## config.mk

```make
export PLATFORM = sky130hd
export DESIGN_NAME = decode_stage
export DESIGN_NICKNAME = d
export VERILOG_FILES = /design/src/rtl/decode_stage.sv
export SDC_FILE = /design/constraint.sdc
export NUM_CORES = 1
export LEC_CHECK = 0
export BUFFER_PORTS_ARGS = -buffer_cell sky130_fd_sc_hd__buf_2
export CAP_MARGIN = 20
export CORE_ASPECT_RATIO = 0.9
export CORE_UTILIZATION = 57
export CTS_CLUSTER_SIZE = 30
export DETAILED_ROUTE_END_ITERATION = 12
export PLACE_DENSITY = 0.85
export SYNTH_ARGS = -nofsm -noshare
export SYNTH_HDL_FRONTEND = slang
export SYNTH_SLANG_ARGS = --single-unit
```

## constraint.sdc

```tcl
create_clock -name clk -period 4.85 [get_ports clk]
set_input_delay 0.485 -clock clk [delete_from_list [all_inputs] [get_ports clk]]
set_output_delay 0.485 -clock clk [all_outputs]
set_load 0.05 [all_outputs]
```

## src/rtl/decode_stage.sv

```systemverilog
// ---------------------------------------------------------------------------
// decode_stage
//
// Instruction decode stage with a two-entry skid FIFO on its output.
// Each accepted instruction is sliced into opcode / reg_dest / reg_source_1 /
// reg_source_2 / immediate (MSB to LSB) when it is pushed. The immediate is
// extended to DATA_WIDTH, and a per-opcode legality flag is attached. The
// decoded entry is stored, and the head entry drives the outputs.
//
// Ports
//   clk            in   single clock, rising edge
//   rst            in   synchronous active-high reset (priority over flush)
//   flush          in   synchronous flush: empties the FIFO, ignores push/pop
//   in_valid       in   instruction present
//   in_ready       out  stage can accept (registered state only)
//   instruction    in   raw instruction, INSTRUCTION_WIDTH bits
//   out_valid      out  decoded head entry present
//   out_ready      in   consumer accepts the head entry
//   opcode         out  head opcode field
//   reg_dest       out  head destination register address
//   reg_source_1   out  head first source register address
//   reg_source_2   out  head second source register address
//   immediate      out  head immediate, extended to DATA_WIDTH
//   illegal        out  head opcode is not in VALID_OP_MASK
//   decoded_count  out  number of entries popped, wraps at 16 bits
// ---------------------------------------------------------------------------
module decode_stage #(
    parameter int OPCODE_WIDTH      = 5,
    parameter int REG_ADDR_WIDTH    = 4,
    parameter int IMM_WIDTH         = 16,
    parameter int DATA_WIDTH        = 32,
    parameter int INSTRUCTION_WIDTH = OPCODE_WIDTH + 3 * REG_ADDR_WIDTH + IMM_WIDTH,
    parameter logic [(2**OPCODE_WIDTH)-1:0] SIGNED_IMM_MASK = 32'h0000_4040,
    parameter logic [(2**OPCODE_WIDTH)-1:0] VALID_OP_MASK   = 32'h0000_407F
) (
    input  logic                         clk,
    input  logic                         rst,
    input  logic                         flush,
    input  logic                         in_valid,
    output logic                         in_ready,
    input  logic [INSTRUCTION_WIDTH-1:0] instruction,
    output logic                         out_valid,
    input  logic                         out_ready,
    output logic [OPCODE_WIDTH-1:0]      opcode,
    output logic [REG_ADDR_WIDTH-1:0]    reg_dest,
    output logic [REG_ADDR_WIDTH-1:0]    reg_source_1,
    output logic [REG_ADDR_WIDTH-1:0]    reg_source_2,
    output logic [DATA_WIDTH-1:0]        immediate,
    output logic                         illegal,
    output logic [15:0]                  decoded_count
);

    // Field positions, counted from the LSB of the instruction word.
    localparam int RS2_LSB = IMM_WIDTH;
    localparam int RS1_LSB = RS2_LSB + REG_ADDR_WIDTH;
    localparam int RD_LSB  = RS1_LSB + REG_ADDR_WIDTH;
    localparam int OP_LSB  = RD_LSB + REG_ADDR_WIDTH;

    // -----------------------------------------------------------------------
    // Push-time decode
    // -----------------------------------------------------------------------
    logic [OPCODE_WIDTH-1:0]   dec_opcode;
    logic [REG_ADDR_WIDTH-1:0] dec_reg_dest;
    logic [REG_ADDR_WIDTH-1:0] dec_reg_source_1;
    logic [REG_ADDR_WIDTH-1:0] dec_reg_source_2;
    logic [IMM_WIDTH-1:0]      dec_imm_raw;
    logic [DATA_WIDTH-1:0]     dec_imm_ext;
    logic                      dec_signed;
    logic                      dec_illegal;
    logic                      sign_fill;

    assign dec_opcode       = instruction[OP_LSB  +: OPCODE_WIDTH];
    assign dec_reg_dest     = instruction[RD_LSB  +: REG_ADDR_WIDTH];
    assign dec_reg_source_1 = instruction[RS1_LSB +: REG_ADDR_WIDTH];
    assign dec_reg_source_2 = instruction[RS2_LSB +: REG_ADDR_WIDTH];
    assign dec_imm_raw      = instruction[0       +: IMM_WIDTH];

    assign dec_signed  = SIGNED_IMM_MASK[dec_opcode];
    assign dec_illegal = ~VALID_OP_MASK[dec_opcode];

    // Upper bits replicate the raw sign bit only for sign-extending opcodes.
    assign sign_fill = dec_signed & dec_imm_raw[IMM_WIDTH-1];

    // Bit-by-bit build of the extended immediate; also covers the case
    // DATA_WIDTH == IMM_WIDTH, where no fill bits exist.
    genvar gi;
    generate
        for (gi = 0; gi < DATA_WIDTH; gi++) begin : g_imm_ext
            if (gi < IMM_WIDTH) begin : g_raw
                assign dec_imm_ext[gi] = dec_imm_raw[gi];
            end else begin : g_fill
                assign dec_imm_ext[gi] = sign_fill;
            end
        end
    endgenerate

    // -----------------------------------------------------------------------
    // Two-entry FIFO of decoded entries
    // -----------------------------------------------------------------------
    logic [OPCODE_WIDTH-1:0]   opcode_mem       [0:1];
    logic [REG_ADDR_WIDTH-1:0] reg_dest_mem     [0:1];
    logic [REG_ADDR_WIDTH-1:0] reg_source_1_mem [0:1];
    logic [REG_ADDR_WIDTH-1:0] reg_source_2_mem [0:1];
    logic [DATA_WIDTH-1:0]     immediate_mem    [0:1];
    logic                      illegal_mem      [0:1];

    logic [1:0]  count_reg, count_next;
    logic        head_reg, head_next;
    logic        tail_reg, tail_next;
    logic [15:0] decoded_count_reg, decoded_count_next;

    logic push_fire;
    logic pop_fire;
    logic write_en;

    // Handshake flags come from registered occupancy only, so in_ready never
    // depends on out_ready and there is no combinational path through the stage.
    assign in_ready  = (count_reg != 2'd2);
    assign out_valid = (count_reg != 2'd0);

    assign push_fire = in_valid & in_ready;
    assign pop_fire  = out_valid & out_ready;
    assign write_en  = push_fire & ~flush;

    always_comb begin
        count_next         = count_reg;
        head_next          = head_reg;
        tail_next          = tail_reg;
        decoded_count_next = decoded_count_reg;
        if (flush) begin
            // Drop everything buffered; handshakes this cycle have no effect.
            count_next = 2'd0;
            head_next  = 1'b0;
            tail_next  = 1'b0;
        end else begin
            if (push_fire) begin
                tail_next = ~tail_reg;
            end
            if (pop_fire) begin
                head_next          = ~head_reg;
                decoded_count_next = decoded_count_reg + 16'd1;
            end
            // Push and pop together leave occupancy unchanged; the freshly
            // written slot becomes the head because head advances onto it.
            case ({push_fire, pop_fire})
                2'b10:   count_next = count_reg + 2'd1;
                2'b01:   count_next = count_reg - 2'd1;
                default: count_next = count_reg;
            endcase
        end
    end

    always_ff @(posedge clk) begin
        if (rst) begin
            count_reg         <= 2'd0;
            head_reg          <= 1'b0;
            tail_reg          <= 1'b0;
            decoded_count_reg <= 16'd0;
            for (int i = 0; i < 2; i++) begin
                opcode_mem[i]       <= '0;
                reg_dest_mem[i]     <= '0;
                reg_source_1_mem[i] <= '0;
                reg_source_2_mem[i] <= '0;
                immediate_mem[i]    <= '0;
                illegal_mem[i]      <= 1'b0;
            end
        end else begin
            count_reg         <= count_next;
            head_reg          <= head_next;
            tail_reg          <= tail_next;
            decoded_count_reg <= decoded_count_next;
            if (write_en) begin
                opcode_mem[tail_reg]       <= dec_opcode;
                reg_dest_mem[tail_reg]     <= dec_reg_dest;
                reg_source_1_mem[tail_reg] <= dec_reg_source_1;
                reg_source_2_mem[tail_reg] <= dec_reg_source_2;
                immediate_mem[tail_reg]    <= dec_imm_ext;
                illegal_mem[tail_reg]      <= dec_illegal;
            end
        end
    end

    // -----------------------------------------------------------------------
    // Head entry outputs; forced to zero whenever the FIFO is empty so stale
    // slot contents left behind by a flush never leak out.
    // -----------------------------------------------------------------------
    assign opcode        = out_valid ? opcode_mem[head_reg]       : '0;
    assign reg_dest      = out_valid ? reg_dest_mem[head_reg]     : '0;
    assign reg_source_1  = out_valid ? reg_source_1_mem[head_reg] : '0;
    assign reg_source_2  = out_valid ? reg_source_2_mem[head_reg] : '0;
    assign immediate     = out_valid ? immediate_mem[head_reg]    : '0;
    assign illegal       = out_valid ? illegal_mem[head_reg]      : 1'b0;
    assign decoded_count = decoded_count_reg;

endmodule

```

==> results of run 1 <==
-- power groups by stage --
stage	Combinational [mW]	Sequential [mW]	Clock [mW]
after floorplan	0.138	0.898	0
after global placement	0.183	0.898	0
after detailed placement	0.186	0.900	0
after CTS	0.187	0.883	0.556
after global routing	0.199	0.886	0.579
final	0.187	0.883	0.546
-- stage by stage --
stage / setup slack [ns] / area [um2] / std cells
2_1_floorplan: 1.65 / 4200 / 357
3_3_place_gp: 2.50 / 4690 / 524
3_5_place_dp: 2.46 / 4690 / 524
4_1_cts: 2.36 / 4910 / 540
5_1_grt: 2.21 / 4910 / 540
6_report: 2.41 / 4910 / 540
-- metal layers --
layer,up-vias,GRT usage (%),part of all wire (%)
met4,0,9.23,2.1
met2,106,38.9,51
li1,1397,-,-
met1,1373,25.2,40
met3,17,4.95,6.4
met5,-,0,0
-- cell usage after synthesis (all sizes together), types with 5 or more instances --
library cell / count / share of area, %
edfxtp: 70 / 50
o31ai: 5 / 0.89
xor2: 6 / 1.3
nor3: 6 / 0.72
clkbuf: 14 / 1.3
xnor2: 7 / 1.5
buf: 20 / 3.2
dfxtp: 21 / 10
nand2: 6 / 0.54
nand3: 5 / 0.60
a21oi: 8 / 0.95
nor2: 52 / 4.7
and2: 66 / 9.8
or4: 6 / 1.1
mux2i: 35 / 8.3
-- logic make-up after synthesis --
group                      after synthesis  share of synthesized area, %
adders and majority gates                2                         0.596
and+or+nand+nor                        160                          20.7
buffers and inverters                   37                          4.74
DFF                                     91                          60.1
muxes                                   35                          8.35
xor gates and xnor gates                13                          2.71
AOI/OAI and AO/OA                       19                          2.80
-- cell type report --
| cell class | count | area [um2] | share of cell area, % |
|---|---|---|---|
| flip-flops and latches | 91 | 2520 | 51.4 |
| well taps | 93 | 116 | 2.37 |
| clock buffers | 9 | 124 | 2.52 |
| clock inverters | 7 | 92.6 | 1.89 |
| repair buffers | 108 | 548 | 11.2 |
| multi-input cells | 229 | 1490 | 30.4 |
| inverters | 3 | 11.3 | 0.229 |
-- final timing paths --
| kind | start | endpoint | slack [ns] | depth (start not counted) |
|---|---|---|---|---|
| worst max-delay path | count_reg[0] | immediate[29] | 2.41 | 3 |
| worst min-delay path | instruction[6] | immediate_mem[0][6] | 0.41 | 2 |
| worst max register to register | count_reg[0] | illegal_mem[0] | 2.48 | 4 |
| worst min register to register | decoded_count[15] | decoded_count[15] | 0.49 | 2 |
-- worst reg2reg max path: stages (launching register included) --
cell,delay [ns]
dfxtp_1,0.45
nand2b_1,0.20
nand2_1,0.17
or4_1,0.50
nand2b_2,0.67
==> summary.txt, run 1 <==
Clocking
  • H-Tree Depth: 3
  • Maximum buffer depth of the clock tree: 2
  • Post-CTS sizing: 0
  • Total CTS buffers: 9
  • Clock Sinks: 91
  • Reg clk slew, reported paths: 0.09 ns
  • Root Driver: clkbuf_8
  • CTS Hold Bufs: 0
  • Post-CTS setup buffer count: 0
  • Clk_lat worst skew: approximately 0.35 ns
  • TritonCTS clock tree: yes

Pwr
  • PD cells: between 300 and 400 nW/um2
  • Pwr Total: approximately 1.6 mW
  • Sw Ratio: between 20% and 30%
  • Peak supply drop: 0.000189 V
  • Psw: a little over 400 uW
  • Clock power share: between 30% and 40%
  • Cell internal pwr: approximately 1.2 mW
  • Reg power frac: 54.7%
  • Comb power frac: a little under an eighth
  • Leakage: 2.00 nW

Finish
  • Commonest non-fill, non-tap cell in the layout: buf_2
  • Fillers: slightly above 500
  • Utilization after layout: 69.4%
  • Final nets: 482
  • Fraction of layout cells with a size suffix above 1: 29.1%
  • Most frequent cells in the layout: 105 x buf_2, 70 x edfxtp_1, 66 x and2_1
  • Synth-to-Final Area Change: 16.9%
  • # diodes: 0
  • Max reg flops: 34

Floorplan
  • Die X: approximately 92 um
  • Initial Util: ~59%
  • Core ar.: roughly 7100 um2
  • IO Pins: ~110
  • Die height: 83.4 um
  • Die ar.: a little under 8000 um2
  • Row count: 29

Setup path
  • CP top delay family: simple AND/OR/NAND/NOR gates
  • Arr. time, crit path: 1.96 ns
  • Setup crit end kind: primary output
  • CP Max Fanout: 16
  • CP bufs+invs: 1
  • Setup Crit Path Kind: reg -> out
  • Worst Path Required: 4.37 ns
  • Slowest CP cell: nor2_1
  • Worst path max stage delay: around 0.6 ns
  • CP Cell Sequence: nor2_2 -> nor2_1 -> buf_2
  • CP Launch Type: register

Drt
  • Initial DRC count: ~120
  • Final ANT Viol Nets: 0
  • Drt total wl: between 8 and 9 mm
  • Per-cell routed wire length: 15.1 um
  • Via/cell ratio: about 5.4
  • DR DRC count: 0
  • First drt pass iteration count: 4
  • Via Count: slightly below 3000

Synthesis
  • Register area share after synthesis: 60.1%
  • Syn nets: between 300 and 400
  • Synth Warn #: 0
  • Synthesized area: between 4000 and 5000 um2
  • EDFF count, synth: 70
  • Top_reg_cell synth: edfxtp_1
  • Synth Instances: between 300 and 400
  • Register bit total from synthesis: 91
  • Count of cell types in the netlist: 34
  • Fraction of registers with async set/reset: 0%
  • Synthesized area per cell: around 12 um2

Global routing
  • First-pass GRT wire length: around 13 mm
  • Initial antenna violation count: 0
  • Pin count of the biggest net entering global routing: 36
  • Vias in the first global route: 2800
  • Total track usage: around 22%
  • Remaining Overflow, GRT: 0

Min path
  • Class of the worst hold path: in -> reg

Status
  • Status: completed

STA
  • Setup TNS: 0 ns
  • Slew HR: 37.3%
  • Worst Clk Skew: approximately 0.0071 ns
  • Final Hold Fails: 0
  • Tmin final: 2.44 ns
  • Worst-Margin Slew: between 0.9 and 1 ns
  • Max frequency: approximately 0.41 GHz
  • # setup viols final: 0
  • Final period utilization: about half
  • RSZ-0062 raised after global routing: no
  • Max-slew violations: 0
  • WHS: between 0.4 and 0.5 ns

Placement
  • Port Buf Inserts: around 110
  • DPL Wire Length: just over 5 mm
  • Final RePlAce weighted congestion: just under 0.8

Flow run
  • Max-cap viol count: 0
No activity file was read; power rests on OpenSTA's default activity.
==> inputs of run 2 (changes only) <==
--- a/config.mk
+++ b/config.mk
@@ -8,10 +8,10 @@
 export BUFFER_PORTS_ARGS = -buffer_cell sky130_fd_sc_hd__buf_2
 export CAP_MARGIN = 20
 export CORE_ASPECT_RATIO = 0.9
-export CORE_UTILIZATION = 57
+export CORE_UTILIZATION = 48
 export CTS_CLUSTER_SIZE = 30
 export DETAILED_ROUTE_END_ITERATION = 12
-export PLACE_DENSITY = 0.85
+export PLACE_DENSITY = 0.76
 export SYNTH_ARGS = -nofsm -noshare
 export SYNTH_HDL_FRONTEND = slang
 export SYNTH_SLANG_ARGS = --single-unit
==> constraint.sdc (replaced) <==
create_clock -name clk -period 2.17 [get_ports clk]
set_input_delay 0.217 -clock clk [delete_from_list [all_inputs] [get_ports clk]]
set_output_delay 0.217 -clock clk [all_outputs]
set_load 0.05 [all_outputs]
==> summary.txt, run 2 (synthesis gave the netlist of run 1 again) <==
Status
  • Status: completed

Finish
  • Max reg flops: 34
  • Fraction of layout cells with a size suffix above 1: between 30% and 40%
  • Final Instance Area: ~5000 um2
  • Final nets: about 490
  • # diodes: 0
  • Synth-to-Final Area Change: 19.6%
  • Commonest non-fill, non-tap cell in the layout: buf_2
  • Most frequent cells in the layout: 105 x buf_2, 70 x edfxtp_1, 66 x and2_1

Global routing
  • Remaining Overflow, GRT: 0
  • First-pass GRT wire length: between 10 and 15 mm
  • Vias in the first global route: around 2700
  • Total track usage: 18.5%
  • Initial antenna violation count: 0
  • Pin count of the biggest net entering global routing: 36

Clocking
  • Total CTS buffers: 9
  • Reg clk slew, reported paths: ~0.10 ns
  • Clock Sinks: 91
  • H-Tree Depth: 3
  • Maximum buffer depth of the clock tree: 2
  • Root Driver: clkbuf_8
  • Post-CTS sizing: 0
  • Clk_lat worst skew: approximately 0.35 ns
  • TritonCTS clock tree: yes

Drt
  • Via/cell ratio: roughly 5.0
  • Met3 wire len: roughly 470 um
  • DR DRC count: 0
  • WL met2: just under 4 mm
  • Final ANT Viol Nets: 0
  • Routed met1 length: ~3.6 mm
  • Via Count: between 2000 and 3000
  • Initial DRC count: 120
  • Drt total wl: between 8 and 9 mm
  • Highest metal used: met4
  • First drt pass iteration count: 4
  • Per-cell routed wire length: 14.2 um

STA
  • Worst Clk Skew: just under 0.01 ns
  • # setup viols final: 0
  • WHS: approximately 0.14 ns
  • Max-slew violations: 0
  • Final Hold Fails: 0
  • Max frequency: 0.503 GHz
  • Tmin final: between 1.5 and 2 ns
  • Slew HR: 32.6%
  • Final period utilization: between 90% and 100%
  • RSZ-0062 raised after global routing: no
  • Worst-Margin Slew: between 1 and 1.5 ns
  • Setup TNS: 0 ns

Setup path
  • Worst Path Required: ~2.2 ns
  • Arr. time, crit path: ~2.0 ns
  • CP bufs+invs: 1
  • CP Max Fanout: 35
  • Setup crit end kind: register
  • CP Cell Sequence: nand2b_2 -> nand2_1 -> or4_1 -> nand2b_4 -> buf_12
  • CP Launch Type: register
  • Slowest CP cell: or4_1
  • Setup Crit Path Kind: reg -> reg
  • Worst path max stage delay: 0.52 ns
  • CP top delay family: simple AND/OR/NAND/NOR gates

Floorplan
  • Initial Util: 50.8%
  • Core ar.: ~8300 um2
  • Die height: 90.7 um
  • Row count: 31
  • IO Pins: 106
  • Die ar.: 9120 um2
  • Die X: between 100 and 150 um

Pwr
  • Psw: about 940 uW
  • PD cells: between 700 and 800 nW/um2
  • Peak supply drop: about 0.00034 V
  • Reg power frac: between 50% and 60%
  • Clock power share: 32.3%
  • Leakage: just over 2 nW
  • Sw Ratio: about a quarter
  • Comb power frac: around an eighth
  • Cell internal pwr: around 2.6 mW

Placement
  • Placed instance area: 4810 um2
  • Final RePlAce weighted congestion: 0.714
  • Port Buf Inserts: 105
  • DPL Wire Length: 5.36 mm

Flow run
  • Max-cap viol count: 0

Min path
  • Class of the worst hold path: in -> reg
[run 2: changes by cell type in the layout (fill, tap and decap cells not counted), sizes merged]
cell      previous run  this run
buf                108       114
bufinv               2         1
clkbuf               9        10
clkinv               3         1
clkinvlp             2         0
inv                  3         7
[run 2: cell type report]
class	instances	area (um2)
clock buffer	10	128
clock inverter	6	71.3
fill	671	3240
inverter	3	11.3
multi-input combinational	229	1510
sequential	91	2520
tap	115	144
timing repair buffer	114	631
[run 2: worst paths after layout]
path	from	endpoint	slack [ns]	depth (start not counted)
worst min-delay path	instruction[6]	immediate_mem[0][6]	0.14	2
worst min register to register	decoded_count[15]	decoded_count[15]	0.50	2
worst max register to register	count_reg[0]	immediate_mem[0][11]	0.18	5
worst max-delay path	count_reg[0]	immediate_mem[0][11]	0.18	5
[run 2: worst register-to-register path, stage by stage, from the launching register on]
cell and delay, ns:
dfxtp_1 0.48, nand2b_2 0.20, nand2_1 0.14, or4_1 0.52
nand2b_4 0.12, buf_12 0.22
[run 2: power groups by stage]
stage                     Combinational, mW  Sequential [mW]  Clock [mW]
after floorplan                       0.313             2.01           0
after global placement                0.432             2.01           0
after detailed placement              0.437             2.01           0
after CTS                             0.439             1.97        1.18
after global routing                  0.471             1.98        1.26
final                                 0.439             1.97        1.15
[run 2: repair_timing]
item | in CTS | in global routing
hold buffers | 0 | 0
buffers inserted | 0 | 2
setup endpoints to repair | 0 | 4
[run 2: layer usage]
| metal | track usage [%] | up-vias |
|---|---|---|
| li1 | - | 1410 |
| met1 | 22.5 | 1332 |
| met2 | 31.2 | 78 |
| met3 | 5.57 | 9 |
| met4 | 6.40 | 0 |
| met5 | 0 | - |
[run 2: through the flow]
step,setup WS [ns],util (%),instances,total power [mW]
final,0.183,60.8,568,3.56
after global routing,0.00575,60.8,568,3.71
after CTS,0.0841,60.6,566,3.59
after detailed placement,0.189,58.2,550,2.45
after global placement,0.239,58.2,550,2.44
after floorplan,0.0766,-,357,2.32
==> inputs of run 3 (changes only) <==
--- a/config.mk
+++ b/config.mk
@@ -5,7 +5,7 @@
 export SDC_FILE = /design/constraint.sdc
 export NUM_CORES = 1
 export LEC_CHECK = 0
-export BUFFER_PORTS_ARGS = -buffer_cell sky130_fd_sc_hd__buf_2
+export BUFFER_PORTS_ARGS = -buffer_cell sky130_fd_sc_hd__buf_4
 export CAP_MARGIN = 20
 export CORE_ASPECT_RATIO = 0.9
 export CORE_UTILIZATION = 48
==> summary.txt, run 3 (synthesis gave the netlist of run 1 again) <==
Clocking
  • Post-CTS setup buffer count: 0
  • Total CTS buffers: 9
  • Clock Sinks: a little over 90
  • Post-CTS sizing: 0
  • TritonCTS clock tree: yes
  • Root Driver: clkbuf_8
  • Maximum buffer depth of the clock tree: 2
  • Reg clk slew, reported paths: about 0.090 ns
  • CTS Hold Bufs: 0
  • Clk_lat worst skew: around 0.35 ns
  • H-Tree Depth: 3

STA
  • Final period utilization: just over 90%
  • Max-slew violations: 0
  • WHS: between 0.1 and 0.15 ns
  • Worst Clk Skew: 0.00833 ns
  • Setup TNS: 0 ns
  • Max frequency: ~0.5 GHz
  • Setup slack after layout: around 0.17 ns
  • Tmin final: approximately 2 ns
  • Slew HR: 33.7%
  • Worst-Margin Slew: 0.995 ns
  • Final Hold Fails: 0
  • # setup viols final: 0
  • RSZ-0062 raised after global routing: no

Floorplan
  • Die ar.: around 9100 um2
  • Die X: ~100 um
  • Die height: just over 90 um
  • Row count: 31
  • Initial Util: about half
  • Core ar.: between 8000 and 9000 um2
  • IO Pins: between 100 and 150

Setup path
  • Worst path max stage delay: 0.59 ns
  • CP bufs+invs: 2
  • CP Launch Type: register
  • CP top delay family: flip-flops
  • CP Max Fanout: 14
  • Setup crit end kind: primary output
  • Worst path most repeated cell: buf_4
  • Arr. time, crit path: 1.78 ns
  • CP Cell Sequence: buf_4 -> mux2i_1 -> nor2_1 -> buf_4
  • Worst Path Required: between 1.5 and 2 ns
  • Setup Crit Path Kind: reg -> out
  • Slowest CP cell: dfxtp_2

Pwr
  • PD cells: ~690 nW/um2
  • Cell internal pwr: about 2.8 mW
  • Psw: 919 uW
  • Leakage: between 2 and 2.5 nW
  • Sw Ratio: around 25%
  • Clock power share: between 30% and 40%
  • Comb power frac: about an eighth
  • Pwr Total: about 3.7 mW
  • Reg power frac: 53.5%
  • Peak supply drop: ~0.00037 V

Placement
  • Inst Count DP: about 550
  • Placement Setup Slack: roughly 0.21 ns
  • Port Buf Inserts: 105
  • DPL Wire Length: around 5.6 mm
  • Final RePlAce weighted congestion: roughly 0.7

Finish
  • Commonest non-fill, non-tap cell in the layout: buf_4
  • Synth-to-Final Area Change: 26.4%
  • Fillers: between 600 and 700
  • # diodes: 0
  • Max reg flops: 34
  • Final nets: between 400 and 500
  • Most frequent cells in the layout: 109 x buf_4, 70 x edfxtp_1, 66 x and2_1
  • Fraction of layout cells with a size suffix above 1: just over 30%
  • Final std cells w/o fill: roughly 570

Drt
  • DR DRC count: 0
  • Initial DRC count: between 150 and 200
  • Via/cell ratio: just over 5
  • Via Count: 2856
  • Final ANT Viol Nets: 0
  • First drt pass iteration count: 4
  • Drt total wl: between 8 and 9 mm
  • Per-cell routed wire length: around 15 um

Global routing
  • First-pass GRT wire length: ~13 mm
  • Pin count of the biggest net entering global routing: 34
  • Vias in the first global route: between 2000 and 3000
  • Remaining Overflow, GRT: 0
  • Total track usage: 18.4%
  • Initial antenna violation count: 0

Status
  • Status: completed

Min path
  • Class of the worst hold path: in -> reg

Flow run
  • Max-cap viol count: 0
-- run 3: cell types whose count changed in the layout (fill, tap and decap cells not counted), sizes merged --
cell,previous run,this run
buf,114,113
clkinvlp,0,1
inv,7,4
clkbuf,10,9
bufinv,1,2
clkinv,1,2
-- run 3: stage by stage --
stage	cell area, um2	utilization, %
after CTS	5300	64.2
final	5300	64.2
after floorplan	4220	-
after global routing	5300	64.2
after global placement	5090	61.6
after detailed placement	5090	61.6
-- run 3: power groups by stage --
stage                     clock network, mW  logic, mW  registers (mW)
after floorplan                           0      0.313            2.01
after global placement                    0      0.481            2.01
after detailed placement                  0      0.486            2.01
after CTS                              1.25      0.488            1.97
after global routing                   1.34      0.511            1.98
final                                  1.23      0.483            1.97
-- run 3: area by class of cell --
type	instances	area, um2	area share, %
Sequential cell	91	2520	47.6
Inverter	3	11.3	0.212
Clock inverter	6	90.1	1.70
Multi-Input combinational cell	229	1510	28.5
Tap cell	115	144	2.71
Clock buffer	9	124	2.34
Timing Repair Buffer	113	898	16.9
-- run 3: routing by layer --
metal	track usage [%]	part of all wire [%]
met4	3.62	0.79
met3	6.04	5.8
met5	0	0
met1	22.4	43
met2	31.7	50
-- run 3: final timing paths --
kind                                         from                endpoint  slack (ns)  cells past startpoint
worst max-delay path                     register         reg_source_2[0]        0.17                      4
worst min-delay path              instruction[23]  reg_source_1_mem[0][3]        0.15                      2
worst max register to register       count_reg[0]     immediate_mem[0][1]        0.24                      5
worst min register to register  decoded_count[15]       decoded_count[15]        0.49                      2
